$ cat src/rtl/fft_sched_if.sv
// fft_sched_if: sample-in, core-control and sample-out signals of the FFT frame scheduler.
interface fft_sched_if #(
  parameter int ADDR_W = 5,
  parameter int FCNT_W = 16
);
  logic              in_valid, in_ready, wr_en, wr_bank;
  logic [ADDR_W-1:0] wr_addr, rd_addr;
  logic              fft_start, core_bank, fft_done, rd_bank;
  logic              out_valid, out_ready, out_last;
  logic [FCNT_W-1:0] frame_cnt;
  logic              err_timeout;
  modport master (
    input  in_valid, fft_done, out_ready,
    output in_ready, wr_en, wr_bank, wr_addr, fft_start, core_bank,
           rd_bank, rd_addr, out_valid, out_last, frame_cnt, err_timeout
  );
  modport slave (
    output in_valid, fft_done, out_ready,
    input  in_ready, wr_en, wr_bank, wr_addr, fft_start, core_bank,
           rd_bank, rd_addr, out_valid, out_last, frame_cnt, err_timeout
  );
endinterface

$ cat src/rtl/fft_frame_scheduler.sv
// fft_frame_scheduler: ping-pong bank sequencer around a 32-point DIT FFT core
// (bit-reversed fill, start/done launch with timeout, natural-order drain).
module fft_frame_scheduler #(
  parameter int N_POINTS = 32,
  parameter int ADDR_W   = 5,
  parameter int TIMEOUT  = 16,
  parameter int FCNT_W   = 16
) (
  input  logic       clk,
  input  logic       rst,
  fft_sched_if.master bus
);
  localparam int CW = $clog2(TIMEOUT + 1);
  typedef enum logic [1:0] {EMPTY, FILLING, FULL, BUSY} bank_e;
  typedef enum logic [1:0] {IDLE, START, WAIT, DRAIN} core_e;
  bank_e             bank_q [2];
  bank_e             bank_d [2];
  core_e             state_q, state_d;
  logic              run_q;
  logic              wr_bank_q, wr_bank_d, core_bank_q, core_bank_d, err_q, err_d;
  logic [ADDR_W-1:0] widx_q, widx_d, ridx_q, ridx_d;
  logic [CW-1:0]     cnt_q, cnt_d;
  logic [FCNT_W-1:0] fcnt_q, fcnt_d;
  logic              in_ready, wr_en, last_wr, rd_hs, last_rd, timeout;
  always_ff @(posedge clk or posedge rst)
    if (rst) begin
      run_q       <= 1'b0;
      bank_q      <= '{EMPTY, EMPTY};
      state_q     <= IDLE;
      wr_bank_q   <= 1'b0;
      core_bank_q <= 1'b0;
      err_q       <= 1'b0;
      widx_q      <= '0;
      ridx_q      <= '0;
      cnt_q       <= '0;
      fcnt_q      <= '0;
    end else begin
      run_q       <= 1'b1;
      bank_q      <= bank_d;
      state_q     <= state_d;
      wr_bank_q   <= wr_bank_d;
      core_bank_q <= core_bank_d;
      err_q       <= err_d;
      widx_q      <= widx_d;
      ridx_q      <= ridx_d;
      cnt_q       <= cnt_d;
      fcnt_q      <= fcnt_d;
    end
  // Write side and core side never touch the same bank in one cycle, so both updates apply.
  always_comb begin
    bank_d      = bank_q;
    state_d     = state_q;
    wr_bank_d   = wr_bank_q;
    core_bank_d = core_bank_q;
    err_d       = err_q;
    widx_d      = widx_q;
    ridx_d      = ridx_q;
    cnt_d       = cnt_q;
    fcnt_d      = fcnt_q;
    if (wr_en) begin
      bank_d[wr_bank_q] = last_wr ? FULL : FILLING;
      widx_d            = last_wr ? '0 : widx_q + 1'b1;
      wr_bank_d         = wr_bank_q ^ last_wr;
    end
    case (state_q)
      IDLE:
        if (bank_q[0] == FULL || bank_q[1] == FULL) begin
          state_d     = START;
          core_bank_d = (bank_q[0] == FULL && bank_q[1] == FULL) ? ~wr_bank_q : (bank_q[1] == FULL);
        end
      START: begin
        state_d             = WAIT;
        bank_d[core_bank_q] = BUSY;
        cnt_d               = CW'(1);
      end
      WAIT:
        if (bus.fft_done) begin
          state_d = DRAIN;
          ridx_d  = '0;
        end else if (timeout) begin
          state_d             = IDLE;
          err_d               = 1'b1;
          bank_d[core_bank_q] = EMPTY;
        end else
          cnt_d = cnt_q + 1'b1;
      DRAIN:
        if (rd_hs) begin
          ridx_d = last_rd ? '0 : ridx_q + 1'b1;
          if (last_rd) begin
            state_d             = IDLE;
            bank_d[core_bank_q] = EMPTY;
            fcnt_d              = fcnt_q + 1'b1;
          end
        end
      default: state_d = IDLE;
    endcase
  end
  always_comb begin
    in_ready = run_q && (bank_q[wr_bank_q] == EMPTY || bank_q[wr_bank_q] == FILLING);
    wr_en    = bus.in_valid && in_ready;
    last_wr  = widx_q == ADDR_W'(N_POINTS - 1);
    rd_hs    = state_q == DRAIN && bus.out_ready;
    last_rd  = ridx_q == ADDR_W'(N_POINTS - 1);
    timeout  = cnt_q == CW'(TIMEOUT - 1);
  end
  for (genvar i = 0; i < ADDR_W; i++) begin : g_bitrev
    assign bus.wr_addr[i] = widx_q[ADDR_W-1-i];
  end
  assign bus.in_ready    = in_ready;
  assign bus.wr_en       = wr_en;
  assign bus.wr_bank     = wr_bank_q;
  assign bus.fft_start   = state_q == START;
  assign bus.core_bank   = core_bank_q;
  assign bus.rd_bank     = core_bank_q;
  assign bus.rd_addr     = ridx_q;
  assign bus.out_valid   = state_q == DRAIN;
  assign bus.out_last    = state_q == DRAIN && last_rd;
  assign bus.frame_cnt   = fcnt_q;
  assign bus.err_timeout = err_q;
endmodule

$ cat src/flat_wrapper.sv
// flat-port wrapper written by rule: the top's interface ports become plain ports
module fft_frame_scheduler_flat 
#(
  parameter int N_POINTS = 32,
  parameter int ADDR_W   = 5,
  parameter int TIMEOUT  = 16,
  parameter int FCNT_W   = 16
)
  (clk, rst, bus_in_valid, bus_fft_done, bus_out_ready, bus_in_ready, bus_wr_en, bus_wr_bank, bus_wr_addr, bus_fft_start, bus_core_bank, bus_rd_bank, bus_rd_addr, bus_out_valid, bus_out_last, bus_frame_cnt, bus_err_timeout);
  fft_sched_if #(.ADDR_W(ADDR_W), .FCNT_W(FCNT_W)) bus_i ();
  input  logic clk;
  input  logic rst;
  input wire logic [$bits(bus_i.in_valid)-1:0] bus_in_valid;
  input wire logic [$bits(bus_i.fft_done)-1:0] bus_fft_done;
  input wire logic [$bits(bus_i.out_ready)-1:0] bus_out_ready;
  output wire logic [$bits(bus_i.in_ready)-1:0] bus_in_ready;
  output wire logic [$bits(bus_i.wr_en)-1:0] bus_wr_en;
  output wire logic [$bits(bus_i.wr_bank)-1:0] bus_wr_bank;
  output wire logic [$bits(bus_i.wr_addr)-1:0] bus_wr_addr;
  output wire logic [$bits(bus_i.fft_start)-1:0] bus_fft_start;
  output wire logic [$bits(bus_i.core_bank)-1:0] bus_core_bank;
  output wire logic [$bits(bus_i.rd_bank)-1:0] bus_rd_bank;
  output wire logic [$bits(bus_i.rd_addr)-1:0] bus_rd_addr;
  output wire logic [$bits(bus_i.out_valid)-1:0] bus_out_valid;
  output wire logic [$bits(bus_i.out_last)-1:0] bus_out_last;
  output wire logic [$bits(bus_i.frame_cnt)-1:0] bus_frame_cnt;
  output wire logic [$bits(bus_i.err_timeout)-1:0] bus_err_timeout;
  assign bus_i.in_valid = bus_in_valid;
  assign bus_i.fft_done = bus_fft_done;
  assign bus_i.out_ready = bus_out_ready;
  assign bus_in_ready = bus_i.in_ready;
  assign bus_wr_en = bus_i.wr_en;
  assign bus_wr_bank = bus_i.wr_bank;
  assign bus_wr_addr = bus_i.wr_addr;
  assign bus_fft_start = bus_i.fft_start;
  assign bus_core_bank = bus_i.core_bank;
  assign bus_rd_bank = bus_i.rd_bank;
  assign bus_rd_addr = bus_i.rd_addr;
  assign bus_out_valid = bus_i.out_valid;
  assign bus_out_last = bus_i.out_last;
  assign bus_frame_cnt = bus_i.frame_cnt;
  assign bus_err_timeout = bus_i.err_timeout;
  fft_frame_scheduler #(.N_POINTS(N_POINTS), .ADDR_W(ADDR_W), .TIMEOUT(TIMEOUT), .FCNT_W(FCNT_W)) u_core (.clk(clk), .rst(rst), .bus(bus_i));
endmodule
$ cat config.mk
export PLATFORM = sky130hd
export DESIGN_NAME = fft_frame_scheduler_flat
export DESIGN_NICKNAME = d
export VERILOG_FILES = /design/src/rtl/fft_sched_if.sv /design/src/rtl/fft_frame_scheduler.sv /design/src/flat_wrapper.sv
export SDC_FILE = /design/constraint.sdc
export NUM_CORES = 1
export LEC_CHECK = 0
export CAP_MARGIN = 20
export CORE_MARGIN = 3
export CORE_UTILIZATION = 51
export DETAILED_ROUTE_END_ITERATION = 8
export PLACE_DENSITY = 0.87
export SLEW_MARGIN = 20
export SYNTH_ARGS = -nofsm -noshare
export SYNTH_HDL_FRONTEND = slang
export SYNTH_SLANG_ARGS = --single-unit
$ cat constraint.sdc
create_clock -name clk -period 2.9 [get_ports clk]
set_clock_uncertainty 0.1 [all_clocks]
set_input_delay 0.87 -clock clk [delete_from_list [all_inputs] [get_ports clk]]
set_output_delay 0.87 -clock clk [all_outputs]
set_load 0.05 [all_outputs]
After elaboration in Yosys (flattened, before gate mapping). Index checks and enable logic that the tools add are counted. W data, S select, Z words.

Input bits: 5. Word-level logic and storage cells: 92. Output and inout bits: 35. Flip-flop bits (word level): 41.

Bitwise logic cells: 8. Muxes and demuxes: 30. Add/sub/neg operators: 4. Equality and inequality tests: 16. Reduce and logical (&&, ||, !) cells: 19. Order comparisons: 4.

Operators with widths (number): $mux W5 (6); $mux W2 (11); $mux W4 (5); $pmux W5 S2 (2); $add A16 B1 Y16 const B (1); $add A5 B1 Y5 const B (3); $pmux W4 S3 (1); $reduce_and A3 Y1 (4); $eq A5 B5 Y1 const B (2); $eq A2 B2 Y1 const B (4); $pmux W2 S4 (1); $logic_and A1 B1 Y1 (7); $ne A2 B1 Y1 const B (3); $ne A2 B2 Y1 const B (3); $eq A5 B4 Y1 const B (1); $and A4 B4 Y4 (1); $bwmux W4 (1); $demux W2 S1 (2); $eq A2 B1 Y1 const B (2); $ge A2 B2 Y1 const B (2); $logic_not A2 Y1 (2); $lt A2 B1 Y1 const B (2); $not A1 Y2 (2); $not A4 Y4 (1); other kinds (9) (12).

Longest topological paths before layout. Gate-level depths: netlist of run 1.

Word-level depth: 13. Gate-level depth with buffers: 7. Mapped depth without buffers: 7.

Worst setup path after synthesis of run 1. No wires, ideal clock.

Path type: reg-to-output. From: register u_core.ridx_q[0] (netlist: u_core.bus.rd_addr[0]). To: output port bus_out_last. Path buffers: 0. Arrival: 1.835 ns. Slack: 0.095 ns. Required time: 1.930 ns. Cell stages (with the launch flop): 5. Path through: dfrtp_1 > ha_1 > and3_1 > ha_1 > and3_1.

Cells in the longest elaborated chain, start to end: 2.

RTL lines: from (decl) (RTL line fft_frame_scheduler.sv:21) `logic [ADDR_W-1:0] widx_q, widx_d, ridx_q, ridx_d;`; from (signal assigned) (RTL line fft_frame_scheduler.sv:45) `ridx_q <= ridx_d;`; $eq A5 B5 Y1 (RTL line fft_frame_scheduler.sv:103) `last_rd = ridx_q == ADDR_W'(N_POINTS - 1);`; $logic_and A1 B1 Y1 (RTL line fft_frame_scheduler.sv:117) `assign bus.out_last = state_q == DRAIN && last_rd;`; to (decl) (RTL line flat_wrapper.sv:25) `output wire logic [$bits(bus_i.out_last)-1:0] bus_out_last;`.

Every way passes these cells.

Final worst setup path of run 1. Ends and elaborated chain as after synthesis.

==> results of run 1 <==
-- logic make-up after synthesis --
group	Yosys count	synth area share, %
flops	41	49.73
buf+inv	16	3.153
fa+ha+maj	8	4.852
other cells	1	0.1818
mux	5	2.547
xor+xnor	16	6.792
compound gates	36	11.10
simple gates	86	21.65
-- worst max path at each step --
stage,startpoint,end,slack [ns],cells past startpoint
after floorplan,u_core.bus.rd_addr[0]$_DFFE_PP0P_,bus_out_last,0.09,4
after global placement,bus_in_valid,bus_wr_en,0.18,4
after detailed placement,bus_in_valid,bus_wr_en,0.15,4
after CTS,u_core.bus.rd_addr[0]$_DFFE_PP0P_,bus_out_last,0.08,5
after global routing,u_core.bus.rd_addr[0]$_DFFE_PP0P_,bus_out_last,0.003,5
final,u_core.bus.rd_addr[0]$_DFFE_PP0P_,bus_out_last,0.08,5
-- worst max-delay path, delay by kind of cell, from the launching register on --
kind	cells	cell delay [ns]
fa+ha+maj	2	0.53
simple gates	2	0.46
flops	1	0.42
buf+inv	1	0.16
-- routing by layer --
layer  up-vias  wire [um]  global-route usage [%]
li1        826          -                       -
met1       810       1890                   22.57
met2        37       1956                   28.60
met3         2        174                   4.783
met4         0          6                   3.905
met5         -          0                       0
-- sequential cells by signal, indices dropped and copies added (netlist names) --
register / count
u_core.bus.frame_cnt: 16
u_core.bus.rd_addr: 5
u_core.cnt_q: 5
u_core.widx_q: 5
u_core.bank_q: 4
u_core.state_q: 2
u_core.bus.core_bank: 1
u_core.bus.err_timeout: 1
u_core.bus.wr_bank: 1
u_core.run_q: 1
-- area by class of cell --
cell class	count	area, um^2	area share (%)
well taps	48	60.06	2.258
multi-input cells	152	972.2	36.55
flip-flops and latches	41	1026	38.57
clock buffers	5	68.82	2.587
clock inverters	2	35.03	1.317
repair buffers	45	460.4	17.31
inverters	10	37.54	1.411
-- metrics by stage --
stage | hold WS (ns) | cell area [um^2] | power, mW
after floorplan | 0.3731 | 2063 | 1.108
after global placement | 0.3573 | 2556 | 1.276
after detailed placement | 0.3684 | 2556 | 1.290
after CTS | 0.3890 | 2660 | 1.727
after global routing | 0.4080 | 2660 | 1.815
final | 0.3786 | 2660 | 1.717
-- Yosys cell counts (all sizes together) --
cell,instances
nand4b,1
ha,8
a21oi,5
nor3,5
a21o,1
nand3b,1
nor2,12
xor2,4
xnor2,12
o22ai,3
a41oi,1
a32o,2
conb,1
mux2i,3
a22o,3
o21ai,16
nor3b,2
buf,2
nor2b,2
a221o,1
nand2b,4
and3,5
a31o,1
dfrtp,41
nand2,28
clkbuf,4
o31ai,1
o311ai,1
inv,10
nand3,13
nor4,4
and2,2
or4,1
mux2,2
a22oi,1
nand4,6
-- report_power, final --
group          switching (mW)  leakage [nW]  internal (mW)
Clock                   0.180        0.0540          0.250
Sequential             0.0911         0.532          0.639
Combinational           0.351         0.615          0.205
==> flow_metrics.py, run 1 <==
metrics = {
    "cells_and_area": {
        "nNetsFinal": 268,
        "fin_util_pct": 70.54,
        "final_common_cell": "dfrtp_1",
        "fin_cells": 303,
        "syn2layout_area_growth_pct": 28.93,
        "diodes": 0,
        "nFillCells": 278,
        "final_cell_mix": "41 x dfrtp_1, 34 x clkdlybuf4s50_1, 28 x nand2_1",
        "drive_above_1_share_pct": 9.804,
    },
    "route": {
        "drt-pass1-iter-count": 4,
        "drc": 0,
        "drtAntennaViolNets": 0,
        "via_per_inst": 5.528,
        "drt-initial-drc-count": 118,
        "wl_per_cell_um": 13.29,
        "num_vias": 1675,
        "wirelength_um": 4028,
    },
    "global_routing": {
        "antenna_found_initial": 0,
        "grt_pass1_wl_um": 6927,
        "overflow": 0,
        "grt_pass1_vias": 1607,
        "grt_max_degree": 42,
        "track_usage_pct": 17.29,
    },
    "worst_setup_path": {
        "setup.worst_path.class": "flop to output port",
        "cp.required_ns": 1.93,
        "crit_slowest_cell": "dfrtp_1",
        "arrival_ns": 1.85,
        "r2r_slack_ns": 0.61,
        "start_kind": "flop",
        "r2r_end": "u_core.bus.frame_cnt[14]$_DFFE_PP0P_",
        "reg2reg_depth": 7,
        "regToRegStartpoint": "u_core.bus.rd_addr[0]$_DFFE_PP0P_",
        "worstPathCellList": "ha_1 > and3_1 > ha_1 > and3_1 > buf_12",
        "crit_fanout": 7,
        "cp-end-kind": "output port",
        "cpPeakStageDelay_ns": 0.42,
    },
    "timing": {
        "finalSetupTns_ns": 0,
        "grt_setup_unrepaired": "false",
        "setup_viol": 0,
        "final.min_clock_period_ns": 2.816,
        "max_slew_margin_pct": 65.56,
        "hold_viol_final": 0,
        "tightest_slew_ns": 0.5149,
        "worst_slack_ns": 0.08376,
        "drv_slew": 0,
        "fmaxAchievable_mhz": 355.1,
        "period_share_pct": 97.11,
    },
    "yosys": {
        "syn_inst": 209,
        "syn_avg_cell_area_um2": 9.872,
        "synth-seq-area-share_pct": 49.73,
        "yosys.area.top_type": "dfrtp_1",
        "syn-cell-area_um2": 2063,
        "synthTopCellsByArea": "dfrtp_1 50%, nand2_1 5.1%, xnor2_1 5.1%",
        "synth_cell_types": 39,
        "syn_nets": 222,
        "yosysTopAreaCellShare_pct": 49.73,
        "ys_seq_elements": 41,
        "yosys_warnings": 0,
    },
    "cts": {
        "cts.path.max_buffers": 2,
        "clk_pin_slew_ns": 0.07,
        "ctsResizeCount": 0,
        "cts_root_buf": "clkbuf_8",
        "cts_made_buffers": 5,
        "clock_latency_ns": 0.28,
        "cts_tree": "yes",
        "htreeDepth": 2,
        "cts_hold_buf": 0,
        "post_cts_buffers": 0,
        "clock_sinks": 41,
    },
    "floorplanning": {
        "io_pins": 40,
        "die_w_um": 69.61,
        "num_rows": 22,
        "start_util_pct": 54.71,
        "die_area_um2": 4845,
        "die_y_um": 69.61,
        "core_um2": 3771,
    },
    "status": {
        "run_status": "finished, final reports clean",
    },
    "place": {
        "io_buffers": 39,
        "dp_hpwl_um": 2967,
        "gp_congestion": 0.8884,
        "place_inst": 296,
        "pre_cts_ws_ns": 0.1525,
    },
    "hold_path": {
        "hold_end": "u_core.bus.frame_cnt[15]$_DFFE_PP0P_",
        "hp-class": "flop to flop",
        "min_path_cells": 1,
        "hold_start": "u_core.bus.frame_cnt[15]$_DFFE_PP0P_",
    },
    "pwr": {
        "p_leak_nw": 1.201,
        "vdd_ir_drop_max_v": 0.0004759,
        "power_density_nw_per_um2": 645.5,
    },
    "flow_run": {
        "cap_violations": 0,
    },
}
No activity file was read; power rests on OpenSTA's default activity.
==> run 2: changes to the inputs <==
--- a/config.mk
+++ b/config.mk
@@ -9,6 +9,7 @@
 export CORE_MARGIN = 3
 export CORE_UTILIZATION = 51
 export DETAILED_ROUTE_END_ITERATION = 8
+export GPL_ROUTABILITY_DRIVEN = 0
 export PLACE_DENSITY = 0.87
 export SLEW_MARGIN = 20
 export SYNTH_ARGS = -nofsm -noshare
==> results of run 2 <==
No change in the layout: final DEF, timing and power equal those of run 1.
